`config.mk`:
```
export PLATFORM = sky130hd
export DESIGN_NAME = mult_scheduler
export DESIGN_NICKNAME = d
export VERILOG_FILES = /design/src/rtl/mult_sched_pkg.sv /design/src/rtl/rr_arb2.sv /design/src/rtl/mult_scheduler.sv
export SDC_FILE = /design/constraint.sdc
export NUM_CORES = 1
export LEC_CHECK = 0
export ABC_AREA = 1
export BUFFER_PORTS_ARGS = -buffer_cell sky130_fd_sc_hd__buf_2
export CORE_MARGIN = 2
export CORE_UTILIZATION = 45
export DETAILED_ROUTE_END_ITERATION = 8
export MAX_ROUTING_LAYER = met4
export PLACE_DENSITY = 0.79
export SETUP_SLACK_MARGIN = 0.2
export SYNTH_ARGS = -nofsm -noshare
export SYNTH_HDL_FRONTEND = slang
export SYNTH_SLANG_ARGS = --single-unit
```
`constraint.sdc`:
```
create_clock -name clk_i -period 2 [get_ports clk_i]
set_clock_uncertainty 0.15 [all_clocks]
set_input_delay 0.1 -clock clk_i [delete_from_list [all_inputs] [get_ports clk_i]]
set_output_delay 0.1 -clock clk_i [all_outputs]
set_load 0.02 [all_outputs]
```
`src/rtl/mult_sched_pkg.sv`:
```
// Shared types and constants for the shared shift-add multiplier scheduler.
package mult_sched_pkg;

  // Default operand width; the product is twice this wide.
  localparam int MULT_WIDTH = 8;

  // Bits needed to count WIDTH shift steps (at least one bit).
  function automatic int step_cnt_w(input int w);
    return (w > 1) ? $clog2(w) : 1;
  endfunction

  localparam int STEP_CNT_W = step_cnt_w(MULT_WIDTH);

  // Sequencer states, in the order one multiply walks through them.
  typedef enum logic [2:0] {
    IDLE,
    LOAD,
    CLEAR,
    EVAL,
    SHIFT,
    CAPTURE,
    RESP
  } state_e;

  // Index of a requester (two clients).
  typedef logic owner_t;

endpackage

```
`src/rtl/rr_arb2.sv`:
```
// Two-way round-robin arbiter: combinational winner, registered "last served".
module rr_arb2
  import mult_sched_pkg::*;
#(
  parameter bit LAST_INIT = 1'b1
) (
  input  logic       clk_i,
  input  logic       reset_n_i,
  input  logic [1:0] req_i,
  input  logic       update_i,
  input  owner_t     owner_i,
  output owner_t     win_o
);

  owner_t last_q;

  // Remember who was served last so a tie goes to the other requester.
  always_ff @(posedge clk_i or negedge reset_n_i) begin
    if (!reset_n_i) begin
      last_q <= owner_t'(LAST_INIT);
    end else if (update_i) begin
      last_q <= owner_i;
    end
  end

  // A sole requester wins outright; on a tie the one not served last wins.
  always_comb begin
    win_o = 1'b0;
    case (req_i)
      2'b01:   win_o = 1'b0;
      2'b10:   win_o = 1'b1;
      2'b11:   win_o = ~last_q;
      default: win_o = 1'b0;
    endcase
  end

endmodule

```
`src/rtl/mult_scheduler.sv`:
```
// Shares one external shift-add signed multiplier datapath between two
// requesters: arbitrates, latches operands and sequences load/clear/add/sub/
// shift, then returns the product with a per-requester done pulse.
module mult_scheduler
  import mult_sched_pkg::*;
#(
  parameter int WIDTH     = MULT_WIDTH,
  parameter bit LAST_INIT = 1'b1
) (
  input  logic                 clk_i,
  input  logic                 reset_n_i,
  input  logic [1:0]           req_i,
  input  logic [WIDTH-1:0]     mcand0_i,
  input  logic [WIDTH-1:0]     mplier0_i,
  input  logic [WIDTH-1:0]     mcand1_i,
  input  logic [WIDTH-1:0]     mplier1_i,
  input  logic                 m_i,
  input  logic [2*WIDTH:0]     xab_i,
  output logic [WIDTH-1:0]     operand_o,
  output logic                 load_o,
  output logic                 clear_ax_o,
  output logic                 add_o,
  output logic                 sub_o,
  output logic                 shift_o,
  output logic [1:0]           gnt_o,
  output logic [1:0]           done_o,
  output logic [2*WIDTH-1:0]   product_o,
  output logic                 busy_o
);

  localparam int CNT_W = step_cnt_w(WIDTH);
  localparam logic [CNT_W-1:0] LAST_STEP = CNT_W'(WIDTH - 1);

  state_e             state_q;
  owner_t             owner_q;
  logic [1:0]         gnt_q;
  logic [1:0]         done_q;
  logic               load_q;
  logic               clear_ax_q;
  logic               add_en_q;
  logic               sub_en_q;
  logic               shift_q;
  logic               busy_q;
  logic [CNT_W-1:0]   cnt_q;
  logic [WIDTH-1:0]   mcand_q;
  logic [WIDTH-1:0]   mplier_q;
  logic [WIDTH-1:0]   operand_q;
  logic [2*WIDTH-1:0] product_q;

  owner_t             win;
  logic               arb_update;
  logic [CNT_W-1:0]   cnt_inc;
  logic [WIDTH-1:0]   sel_mcand;
  logic [WIDTH-1:0]   sel_mplier;
  logic               unused_x_bit;

  // The X sign bit never reaches the product; only {A,B} is captured.
  assign unused_x_bit = xab_i[2*WIDTH];

  assign arb_update = (state_q == RESP);
  assign cnt_inc    = cnt_q + 1'b1;

  rr_arb2 #(
    .LAST_INIT (LAST_INIT)
  ) u_arb (
    .clk_i     (clk_i),
    .reset_n_i (reset_n_i),
    .req_i     (req_i),
    .update_i  (arb_update),
    .owner_i   (owner_q),
    .win_o     (win)
  );

  // Operand mux in front of the latches, steered by the arbiter winner.
  always_comb begin
    sel_mcand  = mcand0_i;
    sel_mplier = mplier0_i;
    if (win == 1'b1) begin
      sel_mcand  = mcand1_i;
      sel_mplier = mplier1_i;
    end
  end

  // Sequencer: computes next state and the outputs that belong to it, so
  // every control except add/sub leaves the block straight from a flop.
  always_ff @(posedge clk_i or negedge reset_n_i) begin
    if (!reset_n_i) begin
      state_q    <= IDLE;
      owner_q    <= 1'b0;
      gnt_q      <= 2'b00;
      done_q     <= 2'b00;
      load_q     <= 1'b0;
      clear_ax_q <= 1'b0;
      add_en_q   <= 1'b0;
      sub_en_q   <= 1'b0;
      shift_q    <= 1'b0;
      busy_q     <= 1'b0;
      cnt_q      <= '0;
      mcand_q    <= '0;
      mplier_q   <= '0;
      operand_q  <= '0;
      product_q  <= '0;
    end else begin
      // Single-cycle strobes fall back to zero unless a state asks for them.
      load_q     <= 1'b0;
      clear_ax_q <= 1'b0;
      add_en_q   <= 1'b0;
      sub_en_q   <= 1'b0;
      shift_q    <= 1'b0;
      done_q     <= 2'b00;
      case (state_q)
        IDLE: begin
          if (|req_i) begin
            owner_q   <= win;
            gnt_q     <= (win == 1'b1) ? 2'b10 : 2'b01;
            mcand_q   <= sel_mcand;
            mplier_q  <= sel_mplier;
            operand_q <= sel_mplier;
            load_q    <= 1'b1;
            busy_q    <= 1'b1;
            state_q   <= LOAD;
          end
        end
        LOAD: begin
          operand_q  <= mcand_q;
          clear_ax_q <= 1'b1;
          cnt_q      <= '0;
          state_q    <= CLEAR;
        end
        CLEAR: begin
          add_en_q <= (LAST_STEP != '0);
          sub_en_q <= (LAST_STEP == '0);
          state_q  <= EVAL;
        end
        EVAL: begin
          shift_q <= 1'b1;
          state_q <= SHIFT;
        end
        SHIFT: begin
          cnt_q <= cnt_inc;
          if (cnt_q == LAST_STEP) begin
            state_q <= CAPTURE;
          end else begin
            // The sign bit of the multiplier carries negative weight.
            add_en_q <= (cnt_inc != LAST_STEP);
            sub_en_q <= (cnt_inc == LAST_STEP);
            state_q  <= EVAL;
          end
        end
        CAPTURE: begin
          product_q <= xab_i[2*WIDTH-1:0];
          done_q    <= (owner_q == 1'b1) ? 2'b10 : 2'b01;
          state_q   <= RESP;
        end
        RESP: begin
          gnt_q   <= 2'b00;
          busy_q  <= 1'b0;
          state_q <= IDLE;
        end
        default: begin
          gnt_q   <= 2'b00;
          busy_q  <= 1'b0;
          state_q <= IDLE;
        end
      endcase
    end
  end

  // M is the live B[0] after the preceding shift, so add/sub gate on it
  // combinationally; the step-dependent enable is registered.
  assign add_o      = add_en_q & m_i;
  assign sub_o      = sub_en_q & m_i;
  assign load_o     = load_q;
  assign clear_ax_o = clear_ax_q;
  assign shift_o    = shift_q;
  assign operand_o  = operand_q;
  assign gnt_o      = gnt_q;
  assign done_o     = done_q;
  assign product_o  = product_q;
  assign busy_o     = busy_q;

endmodule

```
==> metrics, run 1 <==
initial core utilization 46.1%; Mapped Avg Cell Area 8.41 um^2; most frequent cells in the layout nand2_1 (103), buf_2 (86), dfrtp_1 (49), dlygate4sd3_1 (45), nand3_1 (37); antenna violations before repair 0; main area contributors after synthesis dfrtp_1 (53%), nand2_1 (17%), nand3_1 (8.0%); r2r worst-path depth 5; DPL Wire Length 3620 um; FF+latch count, synth 50; largest net degree at the start of global routing 37; DIE HEIGHT 75.8 um; Finish-stage setup viols 0; CTS root buf clkbuf_8; synth unique cells 22; PortBufs 86; hold path endpoint operand_o[3]$_DFFE_PN0P_; critical path type reg2reg; Starting DRT DRC Count 139; clk slew on worst S/H paths 0.09 ns; worst skew pair latency 0.30 ns; Max Fclk 0.631 GHz; final critical-path required period 1.58 ns; commonest non-fill, non-tap cell in the layout nand2_1; slew margin rel. 73.8%; share of cells above drive strength 1 27.5%; first-pass GRT wire length 10,200 um; worst r2r src state_q[1]$_DFFE_PN0P_; total iterations of the first detailed-routing run 4; leak pwr 1.88 nW; clock network power share 16.1%; area leader, netlist dfrtp_1; routability cong. 0.737; Arrival @ worst endpoint 1.68 ns; DRC Markers 0; Crit Path Max Fanout 20; fin nets 463; outcome complete, no violations; Area Overhead vs Synth 43.6%; placed cell areas 0.00278 mm^2; setup TNS 0 ns; hold path depth 5; post-synthesis instance total 276; Seq pwr share 40.5%; DR vias 2,259; total die area 0.00575 mm^2; r2r setup slk 0.42 ns; I/O Pins 88; CP Launch Type flip-flop; clk sinks 50; Tcrit/Tclk final 79.2%; switch share 42.3%; max cap viols 0; vias in the first global route 2,231; worst hold path startpoint mplier1_i[3]; worst min path class in2reg; cell area after layout 0.00333 mm^2; Core Rows 26; Comb power frac 43.4%; wire per inst 13.1 um; VDD IR max 0.000653 V; GRT Overall Usage 24.6%; Seq/Total Area, Yosys 53.9%; final WL 6230 um; share of the synthesized area in the top cell type 52.8%; Mapped Area 0.00232 mm^2; Power Density 1300 mW/mm^2; Net Sw Power 0.00183 W; Core Region 0.00504 mm^2; final hold violations 0; cts bufs inserted 5; R2R Path End operand_o[7]$_DFFE_PN0P_; # Post-CTS Setup Buffers 0; unrepaired setup endpoints after global routing false; Worst EP required 2.09 ns; Slew Viols, Final 0; global route overflow 0; worst slew pin tran 0.393 ns; Antenna Cells 0; post-detailed-route via-to-cell ratio 4.74; Mapped Nets 333; TritonCTS clock tree built; remaining antenna violation count 0; CP endpoint kind flip-flop; Max H-tree Level 2; Die Wd 75.8 um; Longest Clk Path Bufs 2; internal power 0.00250 W; yosys warns 0
[registers in the layout (all words and copies together), names as in the netlist, 2 cells and up]
signal / flops
cnt_q: 3
done_o: 2
gnt_o: 2
mcand_q: 8
operand_o: 8
product_o: 16
state_q: 3
[layer usage]
layer | track usage (%) | vias up | part of all wire [%]
li1 | - | 1126 | -
met1 | 29.4 | 1040 | 39
met2 | 39.9 | 77 | 53
met3 | 5.42 | 16 | 5.1
met4 | 10.3 | 0 | 2.8
met5 | - | - | 0
[worst max-delay path: stages (launching register included)]
cell	delay, ns
dfrtp_1	0.47
nor2_4	0.19
nand3_4	0.26
inv_4	0.27
nand2_1	0.09
nand3_1	0.07
[cell usage after synthesis]
master	n
nor2_1	3
buf_6	2
buf_2	4
clkbuf_1	2
o211ai_1	1
nand4_1	3
nor2_4	1
nand2_2	7
o21ai_0	15
o21ai_1	6
nand2_1	103
nand3_4	2
inv_4	1
inv_2	3
dfrtp_1	49
dfstp_2	1
inv_1	28
nand3_2	2
ha_1	3
nand3_1	37
buf_12	1
buf_4	2
[stage by stage]
| stage | utilization [%] | worst slack (ns) | instances | power [W] | hold slack [ns] |
|---|---|---|---|---|---|
| 3_3_place_gp | 55.1 | 0.452 | 424 | 0.00349 | -0.105 |
| 6_report | 66.1 | 0.415 | 477 | 0.00433 | 0.00684 |
| 2_1_floorplan | - | 0.658 | 276 | 0.00304 | -0.346 |
| 4_1_cts | 66.1 | 0.408 | 477 | 0.00432 | 0.00518 |
| 5_1_grt | 66.1 | 0.307 | 477 | 0.00467 | 0.0178 |
| 3_5_place_dp | 55.1 | 0.438 | 424 | 0.00355 | -0.103 |
[power groups by stage]
stage | logic, W | registers [W] | clock network (W)
finish | 0.00188 | 0.00175 | 0.000699
detailed placement | 0.00180 | 0.00176 | 0
floorplan | 0.000943 | 0.00210 | 0
global route | 0.00211 | 0.00181 | 0.000747
global placement | 0.00175 | 0.00174 | 0
CTS | 0.00187 | 0.00174 | 0.000707
[worst max path at each step]
stage,start,endpoint,slack (ns),depth (start not counted)
after floorplan,u_arb.last_q$_DFFE_PN1N_,operand_o[7]$_DFFE_PN0P_,0.66,7
after global placement,state_q[1]$_DFFE_PN0P_,owner_q$_DFFE_PN0P_,0.45,4
after detailed placement,state_q[1]$_DFFE_PN0P_,operand_o[7]$_DFFE_PN0P_,0.44,5
after CTS,state_q[1]$_DFFE_PN0P_,operand_o[7]$_DFFE_PN0P_,0.41,5
after global routing,state_q[1]$_DFFE_PN0P_,operand_o[7]$_DFFE_PN0P_,0.31,5
final,state_q[1]$_DFFE_PN0P_,operand_o[7]$_DFFE_PN0P_,0.42,5
[area by class of cell]
cell class / instances / area (um^2)
Fill cell: 410 / 1710
Clock buffer: 7 / 76.3
Multi-Input combinational cell: 183 / 862
Clock inverter: 1 / 30.0
Sequential cell: 50 / 1250
Timing Repair Buffer: 134 / 903
Tap cell: 70 / 87.6
Inverter: 32 / 123
[cells by family after synthesis]
kind of cell / Yosys count / synth area share (%)
and+or+nand+nor: 158 / 30.7
buffers and inverters: 43 / 8.94
DFF: 50 / 53.9
adders and majority gates: 3 / 1.62
AOI/OAI and AO/OA: 22 / 4.85
[timing repair]
action / in CTS / in global routing
resized for setup: 0 / 0
endpoints found under the hold margin: 82 / 0
hold buffers: 45 / 0
Power figures use the tool's default switching activity.
==> inputs of run 2 (changes only) <==
--- a/config.mk
+++ b/config.mk
@@ -8,10 +8,10 @@
 export ABC_AREA = 1
 export BUFFER_PORTS_ARGS = -buffer_cell sky130_fd_sc_hd__buf_2
 export CORE_MARGIN = 2
-export CORE_UTILIZATION = 45
+export CORE_UTILIZATION = 44
 export DETAILED_ROUTE_END_ITERATION = 8
 export MAX_ROUTING_LAYER = met4
-export PLACE_DENSITY = 0.79
+export PLACE_DENSITY = 0.81
 export SETUP_SLACK_MARGIN = 0.2
 export SYNTH_ARGS = -nofsm -noshare
 export SYNTH_HDL_FRONTEND = slang
==> constraint.sdc (replaced) <==
create_clock -name clk_i -period 1.32 [get_ports clk_i]
set_clock_uncertainty 0.15 [all_clocks]
set_input_delay 0.066 -clock clk_i [delete_from_list [all_inputs] [get_ports clk_i]]
set_output_delay 0.066 -clock clk_i [all_outputs]
set_load 0.02 [all_outputs]
==> run 2 against run 1 <==
The run now ends with setup timing left. Via count increased by 26%. Combinational power increased to 2.8 times the previous value. Cell count increased by 8.8%. Die area increased by 2.2%. Clock-buffer cell count unchanged. Largest cell class is now non-clock buffers. Largest power group unchanged.
==> metrics, run 2 (synthesis results as in run 1) <==
outcome finished, violations left (was complete, no violations); failing checks setup timing; wire per inst 20.1 um (was 13.1 um); PortBufs 86 (unchanged); GRT Overall Usage 29.3% (was 24.6%); Power Density 2180 mW/mm^2 (was 1300 mW/mm^2); Antenna Cells 0 (unchanged); DIE HEIGHT 76.7 um (was 75.8 um); slew margin rel. 76.5% (was 73.8%); Core Rows 26 (unchanged); Max Fclk 0.695 GHz (was 0.631 GHz); Core Util, Final 84.4% (was 66.1%); worst slew pin tran 0.353 ns (was 0.393 ns); cts bufs inserted 5 (unchanged); Arrival @ worst endpoint 1.49 ns (was 1.68 ns); largest net degree at the start of global routing 20 (was 37); DRC Markers 0 (unchanged); final critical-path required period 1.44 ns (was 1.58 ns); max cap viols 0 (unchanged); Longest Clk Path Bufs 2 (unchanged); TritonCTS clock tree built (unchanged); final worst slack -0.120 ns (was 0.415 ns); VDD IR max 0.00108 V (was 0.000653 V); total iterations of the first detailed-routing run 4 (unchanged); most frequent cells in the layout buf_2 (80), nand2_1 (74), dlygate4sd3_1 (48), dfrtp_1 (45) (was nand2_1 (103), buf_2 (86), dfrtp_1 (49), dlygate4sd3_1 (45), nand3_1 (37)); max reg flops 16 (unchanged); worst skew pair latency 0.32 ns (was 0.30 ns); remaining antenna violation count 0 (unchanged); I/O Pins 88 (unchanged); Max H-tree Level 2 (unchanged); share of cells above drive strength 1 51.7% (was 27.5%); setup TNS -2.58 ns (was 0 ns); CTS root buf clkbuf_8 (unchanged); Starting DRT DRC Count 214 (was 139); unrepaired setup endpoints after global routing true (was false); Tcrit/Tclk final 109% (was 79.2%); placed cells 437 (was 424); Finish-stage setup viols 41 (was 0); vias in the first global route 2,684 (was 2,231); r2r worst-path depth 5 (unchanged); worst min path class in2async (was in2reg); # fillers 251 (was 410); cell area after layout 0.00431 mm^2 (was 0.00333 mm^2); clk slew on worst S/H paths 0.10 ns (was 0.09 ns); placed cell areas 0.00293 mm^2 (was 0.00278 mm^2); total die area 0.00588 mm^2 (was 0.00575 mm^2); final WL 10,400 um (was 6230 um); post-detailed-route via-to-cell ratio 5.47 (was 4.74); DR vias 2,838 (was 2,259); clk sinks 50 (unchanged); Crit Path Max Fanout 5 (was 20); Worst EP required 1.37 ns (was 2.09 ns); Area Overhead vs Synth 85.7% (was 43.6%); CP Launch Type flip-flop (unchanged); Die Wd 76.7 um (was 75.8 um); non-filler instance count after layout 519 (was 477); commonest non-fill, non-tap cell in the layout buf_2 (was nand2_1); leak pwr 2.31 nW (was 1.88 nW); CP endpoint kind flip-flop (unchanged); critical path type reg2reg (unchanged); routability cong. 0.780 (was 0.737); Core Region 0.00511 mm^2 (was 0.00504 mm^2); final hold violations 0 (unchanged); antenna violations before repair 0 (unchanged); first-pass GRT wire length 12,900 um (was 10,200 um); fin nets 505 (was 463); Slew Viols, Final 0 (unchanged); DPL Wire Length 3970 um (was 3620 um); global route overflow 0 (unchanged); initial core utilization 45.5% (was 46.1%)
-- run 2: cell count changes in the layout (fill, tap and decap cells not counted), sizes merged --
cell         before  now
buf              89  124
clkbuf            7   11
dlygate4sd3      45   48
-- run 2: power by group --
group | switching (W) | internal (W) | total (W)
clock network | 0.000550 | 0.000619 | 0.00117
registers | 0.000648 | 0.00223 | 0.00288
logic | 0.00305 | 0.00229 | 0.00533
total | 0.00424 | 0.00514 | 0.00938
-- run 2: metrics by stage --
step	hold slack, ns	total power, W	setup WS [ns]
floorplan	-0.380	0.00474	-0.00137
global placement	-0.184	0.00563	-0.00433
detailed placement	-0.182	0.00576	-0.0654
CTS	0.00762	0.00763	-0.0211
global route	0.0399	0.00976	-0.171
finish	0.0275	0.00938	-0.120
-- run 2: area by class of cell --
class,instances,area [um^2],area share (%)
well taps,70,87.6,2.03
multi-input cells,183,1290,29.9
clock buffers,7,86.3,2.00
clock inverters,1,30.0,0.696
flip-flops and latches,50,1260,29.2
repair buffers,176,1420,33.0
inverters,32,138,3.19
-- run 2: final timing paths --
| kind | from | endpoint | slack, ns |
|---|---|---|---|
| min reg2reg | owner_q$_DFFE_PN0P_ | done_o[0]$_DFF_PN0_ | 0.35 |
| max | state_q[1]$_DFFE_PN0P_ | gnt_o[1]$_DFFE_PN0P_ | -0.12 |
| max in group asynchronous | reset_n_i | mcand_q[3]$_DFFE_PN0P_ | 0.43 |
| min | reset_n_i | done_o[0]$_DFF_PN0_ | 0.03 |
| min in group clk_i | mplier1_i[3] | operand_o[3]$_DFFE_PN0P_ | 0.03 |
| max reg2reg | state_q[1]$_DFFE_PN0P_ | gnt_o[1]$_DFFE_PN0P_ | -0.12 |
-- run 2: routing by layer --
layer	vias up	share of wire, %	global-route usage (%)
li1	1215	-	-
met1	1332	35	31.7
met2	215	51	50.7
met3	76	6.8	5.65
met4	0	7.4	16.0
met5	-	0	-
-- run 2: timing repair --
action | 4_1_cts | 5_1_grt
gates cloned | 1 | 4
hold buffers | 48 | 0
setup endpoints to repair | 47 | 63
setup buffers | 8 | 13
gates resized for setup | 49 | 84
hold endpoints to repair | 82 | 0
pin swaps | 13 | 16
-- run 2: worst max-delay path: stages (launching register included) --
cell     delay [ns]
dfrtp_2        0.47
nor2_4         0.17
nand3_4        0.18
buf_4          0.21
nand3_1        0.08
nand2_1        0.07
